## src/rtl/mem_req_arbiter_pkg.sv

```systemverilog
// rtl/mem_req_arbiter_pkg.sv - shared source tags, lock states and constants for mem_req_arbiter
package mem_req_arbiter_pkg;

  localparam logic SRC_INST = 1'b0;
  localparam logic SRC_DATA = 1'b1;

  localparam logic [1:0] SIZE_WORD = 2'd2;

  typedef enum logic [1:0] {
    LOCK_NONE = 2'd0,
    LOCK_INST = 2'd1,
    LOCK_DATA = 2'd2
  } lock_state_e;

endpackage

```

## src/rtl/mem_req_arbiter_tag_fifo.sv

```systemverilog
// rtl/mem_req_arbiter_tag_fifo.sv - in-order 1-bit source tag FIFO for outstanding requests
module tag_fifo #(
  parameter int DEPTH = 4
) (
  input  logic clk,
  input  logic resetn,
  input  logic push,
  input  logic push_tag,
  input  logic pop,
  output logic full,
  output logic empty,
  output logic head
);

  localparam int AW = $clog2(DEPTH);

  // Extra wrap bit distinguishes full from empty when the indices match.
  logic [AW:0]      wr_ptr_q;
  logic [AW:0]      rd_ptr_q;
  logic [DEPTH-1:0] tag_q;

  assign empty = (wr_ptr_q == rd_ptr_q);
  assign full  = (wr_ptr_q[AW] != rd_ptr_q[AW]) &&
                 (wr_ptr_q[AW-1:0] == rd_ptr_q[AW-1:0]);
  assign head  = tag_q[rd_ptr_q[AW-1:0]];

  always_ff @(posedge clk) begin
    if (!resetn) begin
      wr_ptr_q <= '0;
      rd_ptr_q <= '0;
      tag_q    <= '0;
    end else begin
      if (push && !full) begin
        tag_q[wr_ptr_q[AW-1:0]] <= push_tag;
        wr_ptr_q                <= wr_ptr_q + (AW+1)'(1);
      end
      if (pop && !empty) begin
        rd_ptr_q <= rd_ptr_q + (AW+1)'(1);
      end
    end
  end

endmodule

```

## src/rtl/mem_req_arbiter.sv

```systemverilog
// rtl/mem_req_arbiter.sv - merges inst/data SRAM-like ports onto one downstream port with in-order response routing
module mem_req_arbiter
  import mem_req_arbiter_pkg::*;
#(
  parameter int OUTSTANDING  = 4,
  parameter int STARVE_LIMIT = 8
) (
  input  logic        clk,
  input  logic        resetn,
  input  logic        inst_req,
  input  logic        inst_cache,
  input  logic [31:0] inst_addr,
  output logic        inst_addr_ok,
  output logic        inst_data_ok,
  output logic [31:0] inst_rdata,
  input  logic        data_req,
  input  logic        data_wr,
  input  logic [1:0]  data_size,
  input  logic        data_cache,
  input  logic [31:0] data_addr,
  input  logic [31:0] data_wdata,
  output logic        data_addr_ok,
  output logic        data_data_ok,
  output logic [31:0] data_rdata,
  output logic        mem_req,
  output logic        mem_wr,
  output logic [1:0]  mem_size,
  output logic        mem_cache,
  output logic [31:0] mem_addr,
  output logic [31:0] mem_wdata,
  input  logic        mem_addr_ok,
  input  logic        mem_data_ok,
  input  logic [31:0] mem_rdata,
  output logic        err_o,
  output logic [31:0] perfcnt_inst_stall
);

  localparam int SW = $clog2(STARVE_LIMIT + 1);

  lock_state_e   lock_q, lock_d;
  logic [SW-1:0] starve_q;
  logic          win_valid;
  logic          win_src;
  logic          fifo_full, fifo_empty, fifo_head;
  logic          accept, resp_pop, inst_stall;

  always_ff @(posedge clk) begin
    if (!resetn) lock_q <= LOCK_NONE;
    else         lock_q <= lock_d;
  end

  // A locked source keeps the port only while it still requests; otherwise arbitrate fresh.
  always_comb begin
    win_valid = 1'b0;
    win_src   = SRC_DATA;
    lock_d    = LOCK_NONE;
    if (lock_q == LOCK_INST && inst_req) begin
      win_valid = 1'b1;
      win_src   = SRC_INST;
    end else if (lock_q == LOCK_DATA && data_req) begin
      win_valid = 1'b1;
      win_src   = SRC_DATA;
    end else if (inst_req && data_req) begin
      win_valid = 1'b1;
      win_src   = (starve_q >= SW'(STARVE_LIMIT)) ? SRC_INST : SRC_DATA;
    end else if (inst_req) begin
      win_valid = 1'b1;
      win_src   = SRC_INST;
    end else if (data_req) begin
      win_valid = 1'b1;
      win_src   = SRC_DATA;
    end
    if (mem_req && !mem_addr_ok) begin
      lock_d = (win_src == SRC_INST) ? LOCK_INST : LOCK_DATA;
    end
  end

  assign mem_req      = win_valid && !fifo_full;
  assign accept       = mem_req && mem_addr_ok;
  assign inst_addr_ok = accept && (win_src == SRC_INST);
  assign data_addr_ok = accept && (win_src == SRC_DATA);

  assign mem_wr    = (win_src == SRC_INST) ? 1'b0      : data_wr;
  assign mem_size  = (win_src == SRC_INST) ? SIZE_WORD : data_size;
  assign mem_cache = (win_src == SRC_INST) ? inst_cache : data_cache;
  assign mem_addr  = (win_src == SRC_INST) ? inst_addr : data_addr;
  assign mem_wdata = (win_src == SRC_INST) ? 32'd0     : data_wdata;

  assign resp_pop     = mem_data_ok && !fifo_empty;
  assign inst_data_ok = resp_pop && (fifo_head == SRC_INST);
  assign data_data_ok = resp_pop && (fifo_head == SRC_DATA);
  assign inst_rdata   = mem_rdata;
  assign data_rdata   = mem_rdata;

  assign inst_stall = inst_req && !inst_addr_ok;

  always_ff @(posedge clk) begin
    if (!resetn) begin
      starve_q           <= '0;
      perfcnt_inst_stall <= '0;
      err_o              <= 1'b0;
    end else begin
      if (!inst_stall)                         starve_q <= '0;
      else if (starve_q < SW'(STARVE_LIMIT))   starve_q <= starve_q + SW'(1);
      if (inst_stall) perfcnt_inst_stall <= perfcnt_inst_stall + 32'd1;
      if (mem_data_ok && fifo_empty) err_o <= 1'b1;
    end
  end

  tag_fifo #(
    .DEPTH (OUTSTANDING)
  ) u_tag_fifo (
    .clk      (clk),
    .resetn   (resetn),
    .push     (accept),
    .push_tag (win_src),
    .pop      (resp_pop),
    .full     (fifo_full),
    .empty    (fifo_empty),
    .head     (fifo_head)
  );

endmodule

```

## config.mk

```make
export PLATFORM = sky130hd
export DESIGN_NAME = mem_req_arbiter
export DESIGN_NICKNAME = d
export VERILOG_FILES = /design/src/rtl/mem_req_arbiter_pkg.sv /design/src/rtl/mem_req_arbiter_tag_fifo.sv /design/src/rtl/mem_req_arbiter.sv
export SDC_FILE = /design/constraint.sdc
export NUM_CORES = 1
export LEC_CHECK = 0
export ABC_AREA = 1
export BUFFER_PORTS_ARGS = -buffer_cell sky130_fd_sc_hd__buf_2
export CAP_MARGIN = 0
export CORE_AREA = 3 3 119 121
export CTS_CLUSTER_SIZE = 20
export DETAILED_ROUTE_END_ITERATION = 6
export DIE_AREA = 0 0 122 124
export MAX_ROUTING_LAYER = met4
export PLACE_DENSITY_LB_ADDON = 0.25
export SYNTH_ARGS = -nofsm -noshare
export SYNTH_HDL_FRONTEND = slang
export SYNTH_SLANG_ARGS = --single-unit
```

## constraint.sdc

```tcl
create_clock -name clk -period 3.3 [get_ports clk]
set_clock_uncertainty 0.2 [all_clocks]
set_input_delay 0.495 -clock clk [delete_from_list [all_inputs] [get_ports clk]]
set_output_delay 0.495 -clock clk [all_outputs]
set_load 0.05 [all_outputs]
```

==> results_dict.tcl, run 1 <==
set metrics [dict create \
    synth-seq-cells 49 \
    coreArea_um2 13190 \
    htree_num_levels 2 \
    place_ws_ns 0.7090 \
    yosysTopAreaCell "nand2_1" \
    nNetsFinal 1016 \
    syn2layout_area_growth_pct 22.16 \
    drt_iter0_markers 268 \
    gp_congestion 0.9191 \
    min_path_cells 1 \
    synth_ff_type "dfxtp_1" \
    r2r_cells 10 \
    yosys_warnings 0 \
    cp_max_fo 71 \
    yosys.area.top_type_share 0.2384 \
    hold_path_startpoint "err_o" \
    hold_buffers 0 \
    syn_area_per_cell_um2 5.663 \
    fin_setup_tns_ns 0 \
    setup_ws_ns 0.7864 \
    start_util 0.3151 \
    finalHoldWorstSlack_ns 0.2728 \
    worstMarginPinSlew_ns 0.6159 \
    setup_viol 0 \
    drc 0 \
    hpwlAfterDp_um 13220 \
    end_kind "output pin" \
    p_leak_nw 2.608 \
    path_class "reg -> out" \
    hold_viol_final 0 \
    die_width_um 122 \
    drt-vias-per-instance 4.475 \
    r2r_end "starve_q[1]" \
    min_period_ns 2.514 \
    root_buffer "clkbuf_16" \
    synth_fp_nets 881 \
    overflow 0 \
    synthAdderAreaFrac 0.02408 \
    p_per_area_nw_per_um2 364.2 \
    dieHeight_um 124 \
    synthCells 734 \
    startpoint_type "flip-flop" \
    outcome "complete, no violations" \
    maxCapViolations 0 \
    placed_area_um2 4905 \
    cts.clk_slew.worst_paths_ns 0.08 \
    synth_area_um2 4156 \
    critPathRequiredTime_ns 2.60 \
    synthMuxAreaShare 0 \
    ys_top_cells_by_area "nand2_1, dfxtp_1, buf_4, nor2_1, inv_1" \
    synth-edff-count 0 \
    holdPathEnd "err_o" \
    cts.sinks 49 \
    clock_path_buffers 2 \
    postCtsSetupBuffers 0 \
    top_layer "met4" \
    fmax_mhz 397.8 \
    antenna_found_initial 9 \
    ir_worst_vdd_v 0.0002344 \
    hp-class "reg -> reg" \
    dr_wl_met2_um 7904 \
    drive_gt1_frac 0.2678 \
    num_rows 42 \
    grt_pass1_vias 4486 \
    synth_top_family_by_area "simple AND/OR/NAND/NOR gates" \
    drt_pre_antenna_iters 4 \
    synth-seq-area-share 0.2360 \
    dieArea_um2 15130 \
    drt-met1-wl_um 6190 \
    async_reset_ff_frac 0 \
    wire_per_inst_um 15.21 \
    dr_wl_met3_um 1641 \
    crit_arrival_ns 1.82 \
    fin_util 0.3849 \
    synth_xor_area_frac 0.02950 \
    ant_nets 0 \
    num-fill-cells 1526 \
    slew_viol_final 0 \
    cts_tree "yes" \
    ff2ff_setup_slack_ns 0.99 \
    grt_pass1_wl_um 23950 \
    synth-compound-area-share 0.06893 \
    grt_max_degree 72 \
    synth.distinct_cells 23 \
    min_period_over_period 0.7617 \
    fin_area_um2 5077 \
    yosys.area_share.simple 0.4187 \
    cts_buffers 5 \
    r2r_start "starve_q[3]" \
    track_usage 0.2104 \
    cts_resized 0 \
    io_buffers 212 \
    ios 309 \
    grt_setup_unrepaired "no" \
    finalWirelength_um 16050 \
    vias 4721 \
    clk_latency_ns 0.30 \
    slew_headroom 0.5880 \
]
[worst max path at each step]
stage                      from            to  slack (ns)  depth (start not counted)
floorplan              inst_req  data_addr_ok        0.52                          7
global placement       data_req   starve_q[3]        0.77                         12
detailed placement     data_req   starve_q[1]        0.71                         12
CTS                   lock_q[0]  mem_addr[30]        0.79                          8
global route        starve_q[3]  mem_addr[27]        0.67                          9
finish              starve_q[3]   mem_addr[3]        0.79                          8
[metrics by stage]
step | total power [W] | std cells
final | 0.001849 | 1055
after detailed placement | 0.001334 | 1038
after global routing | 0.001932 | 1055
after CTS | 0.001863 | 1046
after global placement | 0.001332 | 1038
after floorplan | 0.001329 | 734
[final cells by class]
class / count / area, um2 / share of cell area
sequential: 49 / 980.9 / 0.1932
clock buffer: 5 / 125.1 / 0.02464
tap: 176 / 220.2 / 0.04337
inverter: 88 / 330.3 / 0.06506
multi-input combinational: 508 / 2250 / 0.4431
clock inverter: 3 / 25.02 / 0.004929
timing repair buffer: 217 / 1124 / 0.2213
antenna: 9 / 22.52 / 0.004436
[metal layers]
layer | track usage | vias up
met3 | 0.07720 | 17
li1 | - | 2443
met2 | 0.3529 | 191
met1 | 0.2361 | 2070
met5 | - | -
met4 | 0.06162 | 0
[where the power goes]
part | total (W) | leakage [nW] | switching (W) | internal [W]
Clock | 0.000536 | 0.0705 | 0.000250 | 0.000286
Sequential | 0.000628 | 0.397 | 0.0000185 | 0.000610
Combinational | 0.000685 | 2.14 | 0.000515 | 0.000170
Total | 0.00185 | 2.61 | 0.000783 | 0.00107
[cell usage after synthesis, types with 5 or more instances]
master,count
buf_2,8
nand2_1,264
a21oi_1,41
buf_4,67
inv_1,87
nand3_1,54
xor2_1,5
nor2_1,100
o21ai_0,13
ha_1,8
xnor2_1,9
clkbuf_1,12
dfxtp_1,49
[state kept, by name, summed over array words and instances, names as in the netlist]
name and count:
u_tag_fifo.wr_ptr_q 3, u_tag_fifo.tag_q 4, lock_q 2, perfcnt_inst_stall 32, err_o 1, starve_q 4
u_tag_fifo.rd_ptr_q 3
[cells by family after synthesis]
group	count (synthesis)
simple gates	430
buf+inv	177
compound gates	56
flops	49
xor+xnor	14
fa+ha+maj	8
[cell usage in the layout (no fill, tap or decap)]
cell and instances:
a21oi_1 41, a32oi_1 1, buf_12 2, buf_2 212, buf_4 3, clkbuf_16 5
clkinv_1 1, clkinv_4 1, clkinvlp_4 1, dfxtp_1 49, diode_2 9, ha_1 8
inv_1 87, inv_6 1, nand2_1 264, nand2_2 3, nand3_1 54, nand3b_1 3
nand4_1 1, nand4_4 1, nor2_1 100, nor2_4 2, o21a_1 1, o21ai_0 13
or2_2 2, xnor2_1 9, xor2_1 5
[worst max-delay path, stage by stage (launching register included)]
cell and delay, ns:
dfxtp_1 0.40, nand3_1 0.08, nand2_1 0.06, nand2_1 0.05
nand2_2 0.08, buf_12 0.28, nand2_1 0.16, nand2_1 0.11
buf_2 0.26
Power figures use the tool's default switching activity.
==> run 2: changes to the inputs <==
--- a/config.mk
+++ b/config.mk
@@ -8,10 +8,10 @@
 export ABC_AREA = 1
 export BUFFER_PORTS_ARGS = -buffer_cell sky130_fd_sc_hd__buf_2
 export CAP_MARGIN = 0
-export CORE_AREA = 3 3 119 121
+export CORE_AREA = 3 3 120 122
 export CTS_CLUSTER_SIZE = 20
 export DETAILED_ROUTE_END_ITERATION = 6
-export DIE_AREA = 0 0 122 124
+export DIE_AREA = 0 0 123 125
 export MAX_ROUTING_LAYER = met4
 export PLACE_DENSITY_LB_ADDON = 0.25
 export SYNTH_ARGS = -nofsm -noshare
==> constraint.sdc (replaced) <==
create_clock -name clk -period 2.2 [get_ports clk]
set_clock_uncertainty 0.2 [all_clocks]
set_input_delay 0.33 -clock clk [delete_from_list [all_inputs] [get_ports clk]]
set_output_delay 0.33 -clock clk [all_outputs]
set_load 0.05 [all_outputs]
==> run 2 against run 1 <==
  * Power grew 60%
  * Utilization rose by 3.3 points
  * Sequential share of layout area fell by 1.6 points
  * Combinational power is 74% higher
  * Clock power grew 55%
  * Largest cell class unchanged
  * First-iteration DRC count is 9.0% higher
  * Register-to-register slack lost 0.69 ns
  * Worst hold slack worse by 0.099 ns
  * Critical endpoint is now mem_wdata[24]
  * Cell count increased by 0.85%
  * Critical path depth down 1
  * Count of clock-buffer cells in the layout is 1 higher
  * Global-route usage fell by 0.44 points
==> results_dict.tcl, run 2 (same netlist as run 1, synthesis figures left out) <==
set metrics [dict create \
    slew_headroom 0.7404 \
    crit_arrival_ns 1.61 \
    path_class "reg -> out" \
    clk_latency_ns 0.29 \
    p_leak_nw 2.773 \
    top_regs "perfcnt_inst_stall: 32 flops, starve_q: 4 flops, u_tag_fifo.tag_q: 4 flops" \
    start_util 0.3126 \
    setup_viol 0 \
    num_rows 42 \
    slew_viol_final 0 \
    cts_buffers 5 \
    gp_congestion 0.9344 \
    io_buffers 212 \
    grt_pass1_wl_um 24250 \
    cts_tree "yes" \
    maxCapViolations 0 \
    min_period_ns 2.144 \
    mostFrequentLayoutCells "nand2_1, buf_2, nor2_1" \
    top_register "perfcnt_inst_stall" \
    nNetsFinal 1026 \
    power_w 0.002965 \
    grt_max_degree 32 \
    clock_path_buffers 2 \
    grt_pass1_vias 4464 \
    dieHeight_um 125 \
    cts.clk_slew.worst_paths_ns 0.07 \
    root_buffer "clkbuf_16" \
    track_usage 0.2060 \
    vias 4757 \
    slowest_delay_ns 0.32 \
    worstMarginPinSlew_ns 0.3894 \
    critPathRequiredTime_ns 1.67 \
    startpoint_type "flip-flop" \
    hpwlAfterDp_um 12810 \
    die_width_um 123 \
    drt-vias-per-instance 4.471 \
    hold_viol_final 0 \
    coreArea_um2 13300 \
    drt_pre_antenna_iters 4 \
    antenna_found_initial 8 \
    outcome "complete, no violations" \
    drive_gt1_frac 0.2955 \
    crit_chain "nand3b_1, nand2_2, nand2_8, buf_12, buf_6, nor2_1, buf_6" \
    cp_slowest_cell "dfxtp_1" \
    cpMostUsedCell "buf_6" \
    htree_num_levels 2 \
    end_kind "output pin" \
    fin_setup_tns_ns 0 \
    hp-class "in -> reg" \
    cts.sinks 49 \
    dr_wl_met3_um 1296 \
    dieArea_um2 15380 \
    cp_top_family "simple AND/OR/NAND/NOR gates" \
    ios 309 \
    final_common_cell "nand2_1" \
    min_period_over_period 0.9747 \
    syn2layout_area_growth_pct 33.84 \
    drt-met1-wl_um 6080 \
    top_layer "met4" \
    hold_buffers 0 \
    drt_iter0_markers 292 \
    cp_max_fo 12 \
    cp_num_buf_inv 3 \
    fmax_mhz 466.4 \
    ir_worst_vdd_v 0.0004803 \
    p_per_area_nw_per_um2 533.1 \
    drc 0 \
    num-fill-cells 1468 \
    overflow 0 \
    fin_util 0.4184 \
    largest_reg_flops 32 \
    ant_nets 0 \
    dr_wl_met2_um 8543 \
    wire_per_inst_um 15.19 \
    finalWirelength_um 16160 \
    grt_setup_unrepaired "yes" \
]
==> run 2: cell types whose count changed in the layout (fill, tap and decap cells not counted), moves of 2 or more <==
cell       change
buf_2         -66
buf_4         +38
buf_6         +26
clkbuf_16      +2
clkbuf_4       +7
dfxtp_1        -4
dfxtp_2        +4
nand2_1        -6
nand2_2        +5
nor2_1         -3
nor2_2         +2
==> run 2: tightest hold or removal path, stage by stage <==
cell     delay [ns]
buf_2          0.18
nand2_1        0.09
nor2_1         0.03
==> run 2: layout make-up <==
cell class | instances | area (um2) | area share
repair buffers | 227 | 1536 | 0.2762
flip-flops and latches | 49 | 985.9 | 0.1772
clock inverters | 2 | 17.52 | 0.003149
well taps | 176 | 220.2 | 0.03959
diodes | 8 | 20.02 | 0.003599
multi-input cells | 508 | 2311 | 0.4154
clock buffers | 6 | 138.9 | 0.02497
inverters | 88 | 332.8 | 0.05983
==> run 2: per-layer routing <==
metal / vias up / global-route usage
met3: 15 / 0.06865
met5: - / -
met2: 184 / 0.3622
li1: 2460 / -
met1: 2098 / 0.2205
met4: 0 / 0.05342
==> run 2: final timing paths <==
kind	start	endpoint	slack (ns)	cells past startpoint
worst max-delay path	lock_q[0]	mem_wdata[24]	0.06	7
worst min register to register	err_o	err_o	0.27	1
worst max register to register	perfcnt_inst_stall[0]	perfcnt_inst_stall[30]	0.30	9
worst min-delay path	resetn	u_tag_fifo.wr_ptr_q[2]	0.17	3
==> run 2: repair_timing <==
| item | in CTS | in global routing |
|---|---|---|
| gates resized for setup | 65 | 56 |
| gates cloned | 1 | 2 |
| setup buffers | 0 | 0 |
| pin swaps | 0 | 2 |
| setup endpoints to repair | 27 | 71 |
==> run 2: power breakdown <==
group	internal [W]	total, W	switching [W]
Combinational	0.000383	0.00119	0.000807
Sequential	0.000916	0.000945	0.0000290
Clock	0.000460	0.000830	0.000370
==> run 2: per-stage QoR <==
stage / setup WS (ns) / hold slack (ns) / cell area (um2) / instances
3_3_place_gp: 0.1023 / 0.2522 / 4977 / 1045
4_1_cts: -0.01033 / 0.1706 / 5336 / 1054
5_1_grt: -0.03610 / 0.1973 / 5563 / 1064
2_1_floorplan: -0.005215 / 0.2396 / 4164 / 734
6_report: 0.05572 / 0.1738 / 5563 / 1064
3_5_place_dp: 0.1134 / 0.2497 / 4977 / 1045
